File: src/rtl/game_pkg.sv
// Shared shooter-datapath definitions: screen geometry, bullet FSM states,
// default movement rate and a saturating subtract used for spawn clamping.
package game_pkg;

  localparam int SCREEN_W         = 640;
  localparam int SCREEN_H         = 480;
  localparam int STEP_DIV_DEFAULT = 250_000;

  typedef enum logic [1:0] {
    IDLE = 2'd0,
    FLY  = 2'd1,
    COOL = 2'd2
  } bullet_state_t;

  // a - b floored at zero, so a spawn near the top edge never wraps.
  function automatic logic [9:0] sat_sub10(input logic [9:0] a, input logic [9:0] b);
    return (a < b) ? 10'd0 : (a - b);
  endfunction

endpackage

File: src/rtl/player_bullet_ctrl_if.sv
// Player bullet bus: fire/plane/hit inputs from the game, bullet position and
// status toward the collision judge.
interface player_bullet_ctrl_if;
  logic       fire;
  logic [9:0] plane_x;
  logic [9:0] plane_y;
  logic       hit;
  logic [9:0] b_x;
  logic [9:0] b_y;
  logic       mybullet_en;
  logic       shot;

  modport master (
    output fire, plane_x, plane_y, hit,
    input  b_x, b_y, mybullet_en, shot
  );

  modport slave (
    input  fire, plane_x, plane_y, hit,
    output b_x, b_y, mybullet_en, shot
  );
endinterface

File: src/rtl/player_bullet_ctrl_step_ticker.sv
// Enable-gated clock divider: wraps every DIV cycles and flags the wrap cycle.
// Held at zero while disabled so the first tick lands DIV cycles after enable.
module step_ticker import game_pkg::*; #(
  parameter int DIV = STEP_DIV_DEFAULT
) (
  input  logic clk,
  input  logic rst,
  input  logic en,
  output logic tick
);

  localparam int CLOG_W = (DIV > 1) ? $clog2(DIV) : 1;
  localparam int CNT_W  = (CLOG_W > 18) ? CLOG_W : 18;
  localparam logic [CNT_W-1:0] LP_LAST = CNT_W'(DIV - 1);

  logic [CNT_W-1:0] r_cnt;

  assign tick = en && (r_cnt == LP_LAST);

  always_ff @(posedge clk) begin
    if (rst || !en) begin
      r_cnt <= '0;
    end else if (tick) begin
      r_cnt <= '0;
    end else begin
      r_cnt <= r_cnt + 1'b1;
    end
  end

endmodule

File: src/rtl/player_bullet_ctrl.sv
// Single player bullet: launch on a fire edge, climb at a fixed step rate,
// retire on hit or top-of-screen exit, then enforce a step-counted cooldown.
module player_bullet_ctrl import game_pkg::*; #(
  parameter int STEP_DIV = STEP_DIV_DEFAULT,
  parameter int SPEED    = 4,
  parameter int X_OFF    = 14,
  parameter int Y_OFF    = 16,
  parameter int COOLDOWN = 8
) (
  input  logic                 clk,
  input  logic                 rst,
  player_bullet_ctrl_if.slave  bus
);

  localparam int COOL_W = (COOLDOWN > 1) ? $clog2(COOLDOWN) : 1;
  localparam logic [COOL_W-1:0] LP_COOL_LAST = COOL_W'((COOLDOWN > 0) ? COOLDOWN - 1 : 0);
  localparam logic [9:0] LP_SPEED = 10'(SPEED);
  localparam logic [9:0] LP_X_OFF = 10'(X_OFF);
  localparam logic [9:0] LP_Y_OFF = 10'(Y_OFF);

  bullet_state_t     r_state, w_state_next;
  logic [9:0]        r_b_x, w_b_x_next;
  logic [9:0]        r_b_y, w_b_y_next;
  logic              r_en, w_en_next;
  logic              r_shot, w_shot_next;
  logic [COOL_W-1:0] r_cool_cnt, w_cool_next;
  logic              r_fire_q;
  logic              r_rst_d;
  logic              w_fire_edge;
  logic              w_tick;

  // r_rst_d masks the first post-reset cycle, when r_fire_q has not yet
  // caught up with a fire level held through reset.
  assign w_fire_edge = bus.fire && !r_fire_q && !r_rst_d;

  step_ticker #(.DIV(STEP_DIV)) u_step_ticker (
    .clk  (clk),
    .rst  (rst),
    .en   (r_state != IDLE),
    .tick (w_tick)
  );

  always_ff @(posedge clk) begin
    if (rst) begin
      r_state    <= IDLE;
      r_b_x      <= '0;
      r_b_y      <= '0;
      r_en       <= 1'b0;
      r_shot     <= 1'b0;
      r_cool_cnt <= '0;
      r_fire_q   <= 1'b0;
      r_rst_d    <= 1'b1;
    end else begin
      r_state    <= w_state_next;
      r_b_x      <= w_b_x_next;
      r_b_y      <= w_b_y_next;
      r_en       <= w_en_next;
      r_shot     <= w_shot_next;
      r_cool_cnt <= w_cool_next;
      r_fire_q   <= bus.fire;
      r_rst_d    <= 1'b0;
    end
  end

  always_comb begin
    w_state_next = r_state;
    w_b_x_next   = r_b_x;
    w_b_y_next   = r_b_y;
    w_en_next    = r_en;
    w_shot_next  = 1'b0;
    w_cool_next  = r_cool_cnt;
    case (r_state)
      IDLE: begin
        if (w_fire_edge) begin
          w_b_x_next   = bus.plane_x + LP_X_OFF;
          w_b_y_next   = sat_sub10(bus.plane_y, LP_Y_OFF);
          w_en_next    = 1'b1;
          w_shot_next  = 1'b1;
          w_state_next = FLY;
        end
      end
      FLY: begin
        // A hit coinciding with a tick retires without moving the bullet.
        if (bus.hit || (w_tick && (r_b_y < LP_SPEED))) begin
          w_en_next    = 1'b0;
          w_cool_next  = '0;
          w_state_next = COOL;
        end else if (w_tick) begin
          w_b_y_next = r_b_y - LP_SPEED;
        end
      end
      COOL: begin
        if (COOLDOWN == 0) begin
          w_state_next = IDLE;
        end else if (w_tick) begin
          if (r_cool_cnt == LP_COOL_LAST) begin
            w_state_next = IDLE;
          end else begin
            w_cool_next = r_cool_cnt + 1'b1;
          end
        end
      end
      default: begin
        w_state_next = IDLE;
        w_en_next    = 1'b0;
      end
    endcase
  end

  assign bus.b_x         = r_b_x;
  assign bus.b_y         = r_b_y;
  assign bus.mybullet_en = r_en;
  assign bus.shot        = r_shot;

endmodule

File: src/flat_wrapper.sv
// flat-port wrapper written by rule: the top's interface ports become plain ports
module player_bullet_ctrl_flat import game_pkg::*;
#(
  parameter int STEP_DIV = STEP_DIV_DEFAULT,
  parameter int SPEED    = 4,
  parameter int X_OFF    = 14,
  parameter int Y_OFF    = 16,
  parameter int COOLDOWN = 8
)
  (clk, rst, bus_fire, bus_plane_x, bus_plane_y, bus_hit, bus_b_x, bus_b_y, bus_mybullet_en, bus_shot);
  player_bullet_ctrl_if bus_i ();
  input  logic clk;
  input  logic rst;
  input wire logic [$bits(bus_i.fire)-1:0] bus_fire;
  input wire logic [$bits(bus_i.plane_x)-1:0] bus_plane_x;
  input wire logic [$bits(bus_i.plane_y)-1:0] bus_plane_y;
  input wire logic [$bits(bus_i.hit)-1:0] bus_hit;
  output wire logic [$bits(bus_i.b_x)-1:0] bus_b_x;
  output wire logic [$bits(bus_i.b_y)-1:0] bus_b_y;
  output wire logic [$bits(bus_i.mybullet_en)-1:0] bus_mybullet_en;
  output wire logic [$bits(bus_i.shot)-1:0] bus_shot;
  assign bus_i.fire = bus_fire;
  assign bus_i.plane_x = bus_plane_x;
  assign bus_i.plane_y = bus_plane_y;
  assign bus_i.hit = bus_hit;
  assign bus_b_x = bus_i.b_x;
  assign bus_b_y = bus_i.b_y;
  assign bus_mybullet_en = bus_i.mybullet_en;
  assign bus_shot = bus_i.shot;
  player_bullet_ctrl #(.STEP_DIV(STEP_DIV), .SPEED(SPEED), .X_OFF(X_OFF), .Y_OFF(Y_OFF), .COOLDOWN(COOLDOWN)) u_core (.clk(clk), .rst(rst), .bus(bus_i));
endmodule
File: config.mk
export PLATFORM = sky130hd
export DESIGN_NAME = player_bullet_ctrl_flat
export DESIGN_NICKNAME = d
export VERILOG_FILES = /design/src/rtl/game_pkg.sv /design/src/rtl/player_bullet_ctrl_if.sv /design/src/rtl/player_bullet_ctrl_step_ticker.sv /design/src/rtl/player_bullet_ctrl.sv /design/src/flat_wrapper.sv
export SDC_FILE = /design/constraint.sdc
export NUM_CORES = 1
export LEC_CHECK = 0
export ABC_AREA = 1
export BUFFER_PORTS_ARGS = -buffer_cell sky130_fd_sc_hd__buf_2
export CAP_MARGIN = 20
export CORE_MARGIN = 4
export CORE_UTILIZATION = 45
export DETAILED_ROUTE_END_ITERATION = 10
export PLACE_DENSITY = 0.69
export SLEW_MARGIN = 20
export SYNTH_ARGS = -nofsm -noshare
export SYNTH_HDL_FRONTEND = slang
export SYNTH_HIERARCHICAL = 1
export SYNTH_SLANG_ARGS = --single-unit
File: constraint.sdc
create_clock -name clk -period 1.7 [get_ports clk]
set_input_delay 0.255 -clock clk [delete_from_list [all_inputs] [get_ports clk]]
set_output_delay 0.255 -clock clk [all_outputs]
set_load 0.05 [all_outputs]
======== Yosys cells after proc, flatten, opt, wreduce, memory -nomap -nowiden ========
Cells that the tools add are included.
storage, ports and cells
  flip-flop bits (word level) ............. 47
  bits in latches ......................... 0
  RAM bits ................................ 0
  bits in read-only memories .............. 0
  output and inout port bits .............. 22
  memories kept ........................... 0
cells by class
  add/subtract/negate cells ............... 5
  multipliers ............................. 0
  div/mod/pow operators ................... 0
  magnitude comparators ................... 2
  equal/unequal tests ..................... 11
  shift operators ......................... 0
  multiplexer cells ....................... 19
  bitwise gates (word level) .............. 2
  reduce and logical (&&, ||, !) cells .... 20
operators by type and width
  cell                                                          number
  2-to-1 mux 10 bit                                             4
  one-hot mux 10 bit (2 select lines)                           1
  adder 18 x 1 -> 18 bit (second input constant)                1
  == test 18 bit (second input constant)                        1
  AND reduction 4 bit                                           3
  adder 10 x 4 -> 10 bit (second input constant)                1
  less-than comparator 10 x 3 -> 1 bit (second input constant)  1
  less-than comparator 10 x 5 -> 1 bit (second input constant)  1
  inequality test 2 x 1 -> 1 bit (second input constant)        5
  subtractor 10 x 3 -> 10 bit (second input constant)           1
  subtractor 10 x 5 -> 10 bit (second input constant)           1
  2-to-1 mux 3 bit                                              3
  2-to-1 mux 2 bit                                              4
  one-hot mux 2 bit (3 select lines)                            1
  one-hot mux 3 bit (2 select lines)                            1
  nonzero test 2 bit                                            3
  logical AND 1 bit                                             4
  2-to-1 mux 1 bit                                              4
  inequality test 2 bit (second input constant)                 2
  OR reduction 2 bit                                            2
  adder 3 x 1 -> 3 bit (second input constant)                  1
  == test 3 bit (second input constant)                         1
  logical NOT 1 bit                                             3
  one-hot mux 1 bit (3 select lines)                            1
  other kinds (7)                                               9

======== Logic depth before layout (Yosys ltp) ========
  depth in word-level cells ............... 6
  mapped depth ............................ 13

======== By module ========
The synthesis kept the hierarchy.
by module, submodules not included
  module              instances  cells each  area each (um2)  seq. area each (um2)
  player_bullet_ctrl  1          269         1741.7           580.6
  step_ticker         1          134         982.2            360.3

======== Least setup slack after synthesis ========
Ideal clock, no wire load.
  path kind ............................... register to register
  from .................................... reg u_core.r_state[1]
  to ...................................... reg u_core.r_b_y[2] (netlist: u_core/bus.b_y[2])
  library setup time ...................... 113 ps
  arrival ................................. 1704 ps
  data required time ...................... 1587 ps
  setup slack ............................. -117 ps
  cell stages (with the launch flop) ...... 14
  buffers on the path ..................... 0
  path through ............................ dfxtp_1 nor2_1 inv_2 nand3_1 nor2_1 nand3_2 inv_1 nand3_1 o21bai_4 nand2_4 nand2_4 nand2_1 nand2_1 nor2_1
between the ends
  longest elaborated chain between the ends .. 6
  elaborated cells on any way between the ends .. 12
  classes of those cells .................. 4 x eq/ne; 1 x mux; 7 x reduce/logical
RTL lines
  element                                 RTL line                              source
  from (decl)                             player_bullet_ctrl.sv:21              bullet_state_t r_state, w_state_next;
  from (signal assigned)                  player_bullet_ctrl.sv:54              r_state <= w_state_next;
  nonzero test 2 bit *                    player_bullet_ctrl.sv:39              .en (r_state != IDLE),
  logical AND 1 bit *                     player_bullet_ctrl_step_ticker.sv:18  assign tick = en && (r_cnt == LP_LAST);
  named net u_core.w_tick                 player_bullet_ctrl.sv:30              logic w_tick;
  logical AND 1 bit                       player_bullet_ctrl.sv:84              if (bus.hit || (w_tick && (r_b_y < LP_SPEED))) begin
  logical OR 1 bit                        player_bullet_ctrl.sv:84
  inequality test 2 bit (no source line)  n/a
  AND reduction 4 bit (no source line) *  n/a
  to (signal assigned)                    player_bullet_ctrl.sv:56              r_b_y <= w_b_y_next;
  to (decl)                               player_bullet_ctrl.sv:23              logic [9:0] r_b_y, w_b_y_next;
Mark *: on every way through the listed nets, which the timed path passes. The rest lies on a longest branch.
A chain may end at the register's enable or synchronous reset.

======== Worst setup path after layout ========
  from .................................... reg u_core.u_step_ticker.r_cnt[0]
  to ...................................... reg u_core.r_b_y[3] (netlist: u_core/bus.b_y[3])
between the ends
  longest elaborated chain between the ends .. 6
  elaborated cells on any way between the ends .. 7
  classes of those cells .................. 3 x eq/ne; 4 x reduce/logical
RTL lines
  element                                 RTL line                              source
  from (decl)                             player_bullet_ctrl_step_ticker.sv:16  logic [CNT_W-1:0] r_cnt;
  from (signal assigned)                  player_bullet_ctrl_step_ticker.sv:26  r_cnt <= r_cnt + 1'b1;
  == test 18 bit *                        player_bullet_ctrl_step_ticker.sv:18
  logical AND 1 bit *                     player_bullet_ctrl_step_ticker.sv:18
  named net u_core.w_tick                 player_bullet_ctrl.sv:30
  logical AND 1 bit                       player_bullet_ctrl.sv:84
  logical OR 1 bit                        player_bullet_ctrl.sv:84
  inequality test 2 bit (no source line)  n/a
  AND reduction 4 bit (no source line) *  n/a
Marked as above.

==> summary.txt <==
Outcome
  – Status: complete, no violations

Cells and area
  – Antenna diodes: 0
  – Share of post-route cells with drive strength above 1: 33.0%
  – Layout fillers: 546
  – Final instance area: 0.00347 mm²
  – Layout area overhead: 27.4%
  – Final #Nets: 511

GRT
  – GR Overflow Total: 0
  – GR Layer Usage met1: 20.9%
  – Largest net degree at the start of global routing: 19
  – Gr busiest metal: met2
  – GRT Total Usage: 16.9%
  – First-pass GRT wire length: 10.2 mm
  – Initial antenna violation count: 0
  – Vias in the first global route: 2400
  – Met3 usage in global routing: 4.61%
  – Met2 GRT Util: 29.1%

Placed design
  – Count of input and output buffers: 45
  – Area after DPL: 0.00317 mm²
  – Pre-CTS WS: 0.0292 ns
  – Post-DP HPWL: 4.73 mm
  – Placer congestion estimate: 0.929

Power
  – Leak Pwr: 1.65 nW
  – Power per cell area: 1150 mW/mm²
  – Max VDD drop: 0.000851 V
  – Total Power: 3.99 mW

Timing
  – Clock skew: 0.00804 ns
  – Setup TNS: 0 ns
  – Tightest Pin Transition: 0.302 ns
  – Final Slew Violations: 0
  – Hold Violations, Final: 0
  – Hold slack final: 0.133 ns
  – Final WS setup: 0.0450 ns
  – Setup repair after global routing missed its margin: true
  – Final setup fails: 0
  – Final period util: 97.4%
  – FMAX: 0.604 GHz
  – Slew margin rel.: 79.8%
  – Tmin final: 1.66 ns

Floorplan
  – Num ports: 46
  – Die Ht: 85.8 µm
  – Row count: 28
  – Die ar.: 0.00736 mm²
  – Starting Density: 46.3%
  – Core area: 0.00589 mm²
  – Die width: 85.8 µm

Synthesis
  – Synthesized flop and latch total: 47
  – Post-synth top area cell: dfxtp_1
  – Top cells by area, synth: dfxtp_1 35%, nand2_1 12%, nor2_1 9.5%
  – Top-area cell type share of the netlist area: 34.5%
  – Mapped cell area: 0.00272 mm²
  – Synth unique cells: 28
  – FFs w/ async S/R, synth: 0%
  – Predominant post-synthesis flop cell: dfxtp_1
  – Yosys warns: 6
  – Mapped Nets: 433
  – Most numerous cell in the Yosys netlist: nand2_1
  – Synthesized area per cell: 6.76 µm²
  – Post-Syn Instances: 403
  – Sequential share of the synthesized area: 34.5%
  – Number of synthesized flops with an enable pin: 0
  – Top post-synthesis cells by count: 84 x nand2_1, 69 x nor2_1, 53 x inv_1

Routing
  – Residual DRC: 0
  – DR vias/cell: 4.82
  – Total number of vias: 2685
  – Post-Route WL: 6.31 mm
  – Antenna viol nets, final: 0
  – Routed WL per cell: 11.3 µm
  – Iter 0 DRT Violations: 149
  – DRT Pass-1 Iters: 6

Setup path
  – Crit. End Element: flop
  – Slowest CP cell: dfxtp_2
  – Startpoint Class: flop
  – Worst EP arrival: 1.89 ns
  – Cell mode on critical path: nand3_2
  – Critical-path cell list: ha_4 > nand3_2 > inv_2 > nand3_2 > inv_2 > nand3_2 > o21bai_4 > buf_4 > nand2_2 > nand3_1 > nand2_1 > nor2_1
  – Largest delay share family, worst path: simple AND/OR/NAND/NOR gates
  – CP max stage delay: 0.36 ns
  – Crit Path Max Fanout: 4
  – CP required: 1.93 ns
  – CP bufs+invs: 3
  – CP Class: flop to flop

Clocking
  – Worst-case clock buffer depth: 2
  – Hold Buf Count CTS: 0
  – Htree depth: 2
  – Inserted Clock Buffers: 5
  – CTS sink count: 47
  – Clk pin slew, worst setup/hold paths: 0.09 ns
  – Root Buffer: clkbuf_8
  – Clk_lat worst skew: 0.30 ns
  – CTS tree: built

Job
  – Max-cap viol count: 0

Min path
  – Hold Path Class: primary input to flop
worst reg2reg max path, cell delays in order, from the launching register on:
cell and delay, ns:
dfxtp_2 0.36, ha_4 0.14, nand3_2 0.08, inv_2 0.07, nand3_2 0.07, inv_2 0.07, nand3_2 0.09, o21bai_4 0.23
buf_4 0.15, nand2_2 0.07, nand3_1 0.09, nand2_1 0.06, nor2_1 0.09
what timing repair did:
action,CTS,global route
gates resized for setup,0,34
buffers inserted,0,8
endpoints found under the setup margin,0,13
path summary, 6_finish.rpt:
| check | from | end | slack [ns] | cells past startpoint |
|---|---|---|---|---|
| worst max-delay path | u_core/u_step_ticker/r_cnt[0]$_SDFF_PP0_ | u_core/bus.b_y[3]$_SDFFE_PP0P_ | 0.04 | 12 |
| worst min-delay path | bus_plane_x[1] | u_core/bus.b_x[1]$_SDFFE_PP0P_ | 0.13 | 2 |
| worst max register to register | u_core/u_step_ticker/r_cnt[0]$_SDFF_PP0_ | u_core/bus.b_y[3]$_SDFFE_PP0P_ | 0.04 | 12 |
| worst min register to register | u_core/bus.mybullet_en$_SDFFE_PP0P_ | u_core/bus.mybullet_en$_SDFFE_PP0P_ | 0.46 | 2 |
layer usage:
metal	wire length [µm]	part of all wire, %
met1	2840	45
met5	0	0
met4	59	0.94
met2	3020	48
met3	389	6.2
cell type report:
class	count	area, µm²	share of cell area (%)
clock inverters	2	35.0	1.01
repair buffers	75	467	13.4
inverters	59	221	6.38
clock buffers	6	82.6	2.38
flip-flops and latches	47	956	27.5
well taps	75	93.8	2.70
multi-input cells	293	1620	46.5
cell families after synthesis:
group,synth area share [%]
XOR/XNOR,5.14
adder cells (fa/ha/maj),2.76
AO/OA/AOI/OAI,8.08
buffers and inverters,9.92
AND/OR/NAND/NOR,39.5
flip-flops,34.5
layout by cell type, fill, tap and decap left out, drive strengths merged, types with 6 or more instances in the layout:
cell     n
a21oi   19
buf     75
clkbuf   6
dfxtp   47
ha       6
inv     58
nand2   95
nand3   36
nand4    7
nor2    88
o21ai   17
xnor2    8
xor2     8
state kept, by name, summed over array words and instances (netlist names):
register and cells:
u_core/bus.shot 1, u_core/r_cool_cnt 3, u_core/r_state 2, u_core/bus.b_x 10, u_core/u_step_ticker/r_cnt 18, u_core/r_rst_d 1, u_core/bus.mybullet_en 1, u_core/bus.b_y 10
u_core/r_fire_q 1
through the flow:
stage,utilization [%],instances
2_1_floorplan,-,403
3_3_place_gp,53.8,540
3_5_place_dp,53.8,540
4_1_cts,55.8,548
5_1_grt,59.0,557
6_report,59.0,557
power by group:
part / internal, mW / switching [mW]
clock: 0.476 / 0.376
sequential: 1.25 / 0.122
combinational: 0.548 / 1.22
Power figures use the tool's default switching activity.
